File: src/rtl/alu_op_issuer.sv
// -----------------------------------------------------------------------------
// alu_op_issuer
//
// Initiator side of the arithmetic-unit interface. It takes one operation
// request (two operands and a 3-bit op code) over a valid/ready handshake and
// drives the operands and code into a registered arithmetic unit. It then waits
// the unit's fixed latency, captures the result and flags, and returns them
// over a valid/ready response channel. Only one operation is in flight at a
// time. alu_sel is non-zero only while an operation is in flight.
//
// Op codes whose bit is clear in SUPPORTED never reach the unit. They get an
// immediate error response with zero data.
//
// Parameters
//   WIDTH      operand/result width
//   LATENCY    clock edges from the accept edge to the capture edge (1..15)
//   SUPPORTED  bit n set means op code n is issued to the unit
//
// Ports
//   elk                    clock, all logic on the rising edge
//   rst                    synchronous reset, active-high
//   req_valid/req_ready    request handshake
//   req_opA/req_opB        request operands
//   req_sel                request op code
//   alu_opA/alu_opB        registered operands to the unit
//   alu_sel                registered op code to the unit, 3'b000 when idle
//   alu_res, alu_z/c/v     unit result and flags
//   rsp_valid/rsp_ready    response handshake
//   rsp_res, rsp_z/c/v     captured result and flags
//   rsp_err                request was rejected (unsupported op code)
//   op_count               completed responses, wraps 16'hFFFF -> 16'h0000
// -----------------------------------------------------------------------------
module alu_op_issuer #(
  parameter int         WIDTH     = 32,
  parameter int         LATENCY   = 2,
  parameter logic [7:0] SUPPORTED = 8'b0000_0010
) (
  input  logic             elk,
  input  logic             rst,

  input  logic             req_valid,
  output logic             req_ready,
  input  logic [WIDTH-1:0] req_opA,
  input  logic [WIDTH-1:0] req_opB,
  input  logic [2:0]       req_sel,

  output logic [WIDTH-1:0] alu_opA,
  output logic [WIDTH-1:0] alu_opB,
  output logic [2:0]       alu_sel,
  input  logic [WIDTH-1:0] alu_res,
  input  logic             alu_z,
  input  logic             alu_c,
  input  logic             alu_v,

  output logic             rsp_valid,
  input  logic             rsp_ready,
  output logic [WIDTH-1:0] rsp_res,
  output logic             rsp_z,
  output logic             rsp_c,
  output logic             rsp_v,
  output logic             rsp_err,

  output logic [15:0]      op_count
);

  typedef enum logic [1:0] {
    S_IDLE = 2'd0,
    S_WAIT = 2'd1,
    S_RESP = 2'd2
  } state_t;

  // The countdown starts at LATENCY-1 on the accept edge. The capture then
  // lands exactly LATENCY edges after the accept edge. Four bits cover the
  // full 1..15 latency range.
  localparam logic [3:0] CNT_INIT = 4'(LATENCY - 1);

  state_t      state;
  logic [3:0]  cnt;
  logic [15:0] op_count_q;
  logic        sel_supported;

  // Ready is purely a function of state. Reset masks it in the same cycle so
  // that no request can be accepted on a reset edge.
  assign req_ready = (state == S_IDLE) && !rst;

  // A compile-time mask lookup. This bit decides whether the request goes to
  // the unit or gets an error response.
  assign sel_supported = SUPPORTED[req_sel];

  assign op_count = op_count_q;

  // NOTE: every register here is updated with non-blocking assignments. Then
  // all right-hand sides see the values from before the edge, and the order
  // of the statements does not change the hardware.
  always_ff @(posedge elk) begin
    // NOTE: reset clears every register, and there are no memories. The
    // result and flag fields are zeroed too, so a consumer that peeks at the
    // response never sees X after reset.
    if (rst) begin
      state      <= S_IDLE;
      cnt        <= '0;
      alu_opA    <= '0;
      alu_opB    <= '0;
      alu_sel    <= 3'b000;
      rsp_valid  <= 1'b0;
      rsp_res    <= '0;
      rsp_z      <= 1'b0;
      rsp_c      <= 1'b0;
      rsp_v      <= 1'b0;
      rsp_err    <= 1'b0;
      op_count_q <= '0;
    end else begin
      case (state)
        S_IDLE: begin
          // req_ready is high whenever rst is low in IDLE, so req_valid alone
          // marks the handshake here.
          if (req_valid) begin
            if (sel_supported) begin
              alu_opA <= req_opA;
              alu_opB <= req_opB;
              alu_sel <= req_sel;
              cnt     <= CNT_INIT;
              state   <= S_WAIT;
            end else begin
              // The unit is never disturbed by a rejected code. The operand
              // registers keep whatever the last real operation left there.
              rsp_res   <= '0;
              rsp_z     <= 1'b0;
              rsp_c     <= 1'b0;
              rsp_v     <= 1'b0;
              rsp_err   <= 1'b1;
              rsp_valid <= 1'b1;
              state     <= S_RESP;
            end
          end
        end

        S_WAIT: begin
          if (cnt != 4'd0) begin
            cnt <= cnt - 4'd1;
          end else begin
            // Take the flags bit-exact from the unit. Clearing alu_sel on this
            // same edge means the unit sees a non-zero code only while the
            // operation is actually in flight.
            rsp_res   <= alu_res;
            rsp_z     <= alu_z;
            rsp_c     <= alu_c;
            rsp_v     <= alu_v;
            rsp_err   <= 1'b0;
            rsp_valid <= 1'b1;
            alu_sel   <= 3'b000;
            state     <= S_RESP;
          end
        end

        S_RESP: begin
          // rsp_valid is always high in this state. The data fields are left
          // alone after the handshake, so they keep their last values.
          if (rsp_ready) begin
            rsp_valid  <= 1'b0;
            op_count_q <= op_count_q + 16'd1;
            state      <= S_IDLE;
          end
        end

        default: begin
          state   <= S_IDLE;
          alu_sel <= 3'b000;
        end
      endcase
    end
  end

endmodule

File: config.mk
export PLATFORM = sky130hd
export DESIGN_NAME = alu_op_issuer
export DESIGN_NICKNAME = d
export VERILOG_FILES = /design/src/rtl/alu_op_issuer.sv
export SDC_FILE = /design/constraint.sdc
export NUM_CORES = 1
export LEC_CHECK = 0
export CORE_MARGIN = 8
export CORE_UTILIZATION = 36
export DETAILED_ROUTE_END_ITERATION = 10
export PLACE_DENSITY_LB_ADDON = 0.12
export REMOVE_ABC_BUFFERS = 1
export SLEW_MARGIN = 20
export SYNTH_ARGS = -nofsm -noshare
export SYNTH_HDL_FRONTEND = slang
export SYNTH_SLANG_ARGS = --single-unit
File: constraint.sdc
create_clock -name elk -period 1.7 [get_ports elk]
set_clock_uncertainty 0.2 [all_clocks]
set_input_delay 0.34 -clock elk [delete_from_list [all_inputs] [get_ports elk]]
set_output_delay 0.34 -clock elk [all_outputs]
set_load 0.02 [all_outputs]
==> impl_metrics.csv <==
group,metric,value,unit
global_route,grt_max_degree,90,
setup_path,rr_endpoint,"rsp_res[5]",
synthesis,synth_edf_count,0,
detailed_routing,firstDrtPassIters,4,
pwr,p_leak,3.68,nW
floorplanning,num_rows,41,
hold_path,worstHoldStart,"rsp_valid",
synthesis,synth_top_area_share,54.4,%
synthesis,ys_seq_elements,126,
setup_path,crit_arrival,2.06,ns
cells_and_area,drive_above_1_share,23.9,%
hold_path,min_path_cells,2,
cells_and_area,fin_util,67.0,%
cells_and_area,final_nets,915,
clocking,cts_htree_levels,4,
floorplanning,initial_core_util,36.7,%
synthesis,avgSynthCellArea,8.67,µm²
hold_path,min_path_type,"reg2reg",
synthesis,syn_area,0.00464,mm²
detailed_routing,wl,17300,µm
placed_design,hpwlAfterDp,10900,µm
clocking,cts-buffers-inserted,17,
timing,rsz0062_at_grt,"true",
placed_design,gp_congestion,0.807,
floorplanning,core_area,0.0126,mm²
cells_and_area,final-instance-count-excl-fill,985,
cells_and_area,antennaDiodeCount,0,
detailed_routing,vias_per_cell,4.95,
hold_path,whs_endpoint,"rsp_valid",
clocking,clockRootBuffer,"clkbuf_16",
clocking,cts_tree,"yes",
synthesis,synth_area_leaders,"dfxtp_1 54%, nand2_1 11%, a21oi_1 8.0%",
setup_path,startpoint_type,"flop",
clocking,cts.clk_slew.worst_paths,0.05,ns
pwr,vdd_drop_max,0.419,mV
synthesis,seq_area_frac_synth,54.4,%
synthesis,yosysUniqueCellTypes,41,
run_status,status,"finished with violations",
synthesis,ys.flop_type,"dfxtp_1",
job,cap_violations,0,
floorplanning,num_io_pins,227,
setup_path,crit_path_max_fanout,4,
placed_design,dp.cells,933,
global_route,antenna_found_initial,0,
timing,slew_violations,0,
clocking,cts_hold_buf,0,
setup_path,rrSetupSlack,-0.22,ns
detailed_routing,wl_per_cell,17.6,µm
setup_path,worstPathRequired,1.84,ns
cells_and_area,layout_common_cells,"116 x dfxtp_1, 110 x nand2_1, 103 x clkdlybuf4s50_1",
detailed_routing,drt_iter0_drc,224,
global_route,grt_pass1_vias,4809,
timing,setup_viol,90,
synthesis,synth_area_leader_cell,"dfxtp_1",
global_route,grt_usage,18.6,%
pwr,powerDensity,814,mW/mm²
floorplanning,die_h,129,µm
clocking,cts.sinks,126,
clocking,cts_buffer_depth,2,
setup_path,regToRegStartpoint,"cnt[1]",
synthesis,yosys_warnings,0,
placed_design,portBuffers,226,
setup_path,rr_worst_depth,9,
cells_and_area,final_common_cell,"dfxtp_1",
detailed_routing,via_count,4879,
floorplanning,dieArea,0.0168,mm²
timing,post-route-period-util,113,%
setup_path,path_class,"reg2reg",
timing,worstMarginPinSlew,0.531,ns
detailed_routing,postRouteAntennaNets,0,
global_route,grt_first_pass_wirelength,24400,µm
cells_and_area,area_growth_syn_to_layout,82.4,%
run_status,violations,"negative setup slack",
clocking,clk_latency,0.41,ns
detailed_routing,drc_errors,0,
timing,max_freq,0.522,GHz
synthesis,async_reset_ff_share,0,%
timing,max-slew-margin-rel,64.6,%
global_route,grt_overflow,0,
synthesis,netlist_instances,535,
setup_path,endpoint_kind,"flop",
floorplanning,die_w,129,µm
timing,period_minus_slack,1.92,ns
timing,finalHoldViolCount,0,
timing,timing.final.ws_setup,-0.217,ns
timing repair:
| item | in CTS | in global routing |
|---|---|---|
| setup buffers | 7 | 9 |
| hold endpoints to repair | 0 | 0 |
| resized for setup | 184 | 109 |
| pin swaps | 17 | 54 |
| endpoints found under the setup margin | 235 | 96 |
| cloned | 5 | 8 |
report_power, final:
group	leakage [nW]	internal, mW	switching [mW]
registers	1.02	3.00	0.0260
clock network	0.246	1.92	1.17
logic	2.42	0.418	0.347
per-stage QoR:
stage	hold WS (ns)	setup WS, ns	setup TNS [ns]	total power, mW	instance area (µm²)
after CTS	0.242	-0.242	-7.45	6.86	7940
after floorplan	0.209	-0.686	-62.68	3.27	4440
final	0.243	-0.217	-8.64	6.88	8460
after global placement	0.230	-0.430	-41.33	3.75	7270
after global routing	0.267	-0.307	-15.32	7.13	8460
after detailed placement	0.234	-0.463	-44.51	3.76	7270
cells by family (layout without fill, tap and decap cells):
| family | count (synthesis) | after routing | share of synthesized area (%) |
|---|---|---|---|
| fa+ha+maj | 3 | 3 | 0.810 |
| buf+inv | 41 | 318 | 4.72 |
| mux | 2 | 2 | 0.459 |
| flops | 126 | 126 | 54.4 |
| compound gates | 120 | 120 | 15.2 |
| simple gates | 234 | 235 | 22.7 |
| xor+xnor | 9 | 9 | 1.70 |
layer usage:
layer	track usage, %	vias to the layer above	wire length, µm
met5	0	-	0
met4	6.76	0	271
met3	9.57	25	1860
met2	30.7	205	8310
met1	19.9	2297	6890
li1	-	2352	-
Yosys cell counts, types with 3 or more instances:
| cell type | count |
|---|---|
| nor2_1 | 50 |
| a22oi_1 | 36 |
| a21oi_1 | 74 |
| clkbuf_1 | 20 |
| nand4_1 | 4 |
| nand3_1 | 5 |
| xnor2_1 | 7 |
| buf_6 | 6 |
| nor3b_1 | 4 |
| or3_1 | 5 |
| dfxtp_1 | 126 |
| ha_1 | 3 |
| nor4_1 | 4 |
| buf_2 | 7 |
| buf_4 | 3 |
| o21ai_0 | 6 |
| nand2_1 | 135 |
| nor3_1 | 10 |
| inv_1 | 5 |
worst max path at each step:
| stage | slack, ns | cells past startpoint | endpoint | start |
|---|---|---|---|---|
| global placement | -0.43 | 5 | op_count[13] | rsp_ready |
| finish | -0.22 | 9 | rsp_res[5] | cnt[1] |
| detailed placement | -0.46 | 6 | rsp_res[19] | req_sel[0] |
| CTS | -0.24 | 9 | rsp_res[15] | cnt[1] |
| global route | -0.31 | 8 | rsp_res[9] | cnt[1] |
| floorplan | -0.69 | 4 | alu_opA[0] | state[1] |
registers in the layout, indices dropped and copies added, names as in the netlist:
register / count
cnt: 4
alu_opA: 32
rsp_res: 32
alu_sel: 3
rsp_v: 1
alu_opB: 32
rsp_z: 1
state: 2
rsp_valid: 1
op_count: 16
rsp_c: 1
rsp_err: 1
cell type report:
class,count,area (µm²)
timing repair buffer,287,2870
inverter,5,18.8
multi-input combinational,369,2320
sequential,126,2540
tap,172,215
clock inverter,3,15.0
clock buffer,23,478
fill,1049,4160
worst max-delay path, stage by stage, from the launching register on:
cell,delay (ns)
dfxtp_2,0.32
inv_2,0.07
ha_4,0.13
or3b_4,0.38
buf_6,0.13
nor2_4,0.22
buf_6,0.15
buf_16,0.11
a22oi_2,0.07
nor2_1,0.08
(Power assumes the default switching activity.)
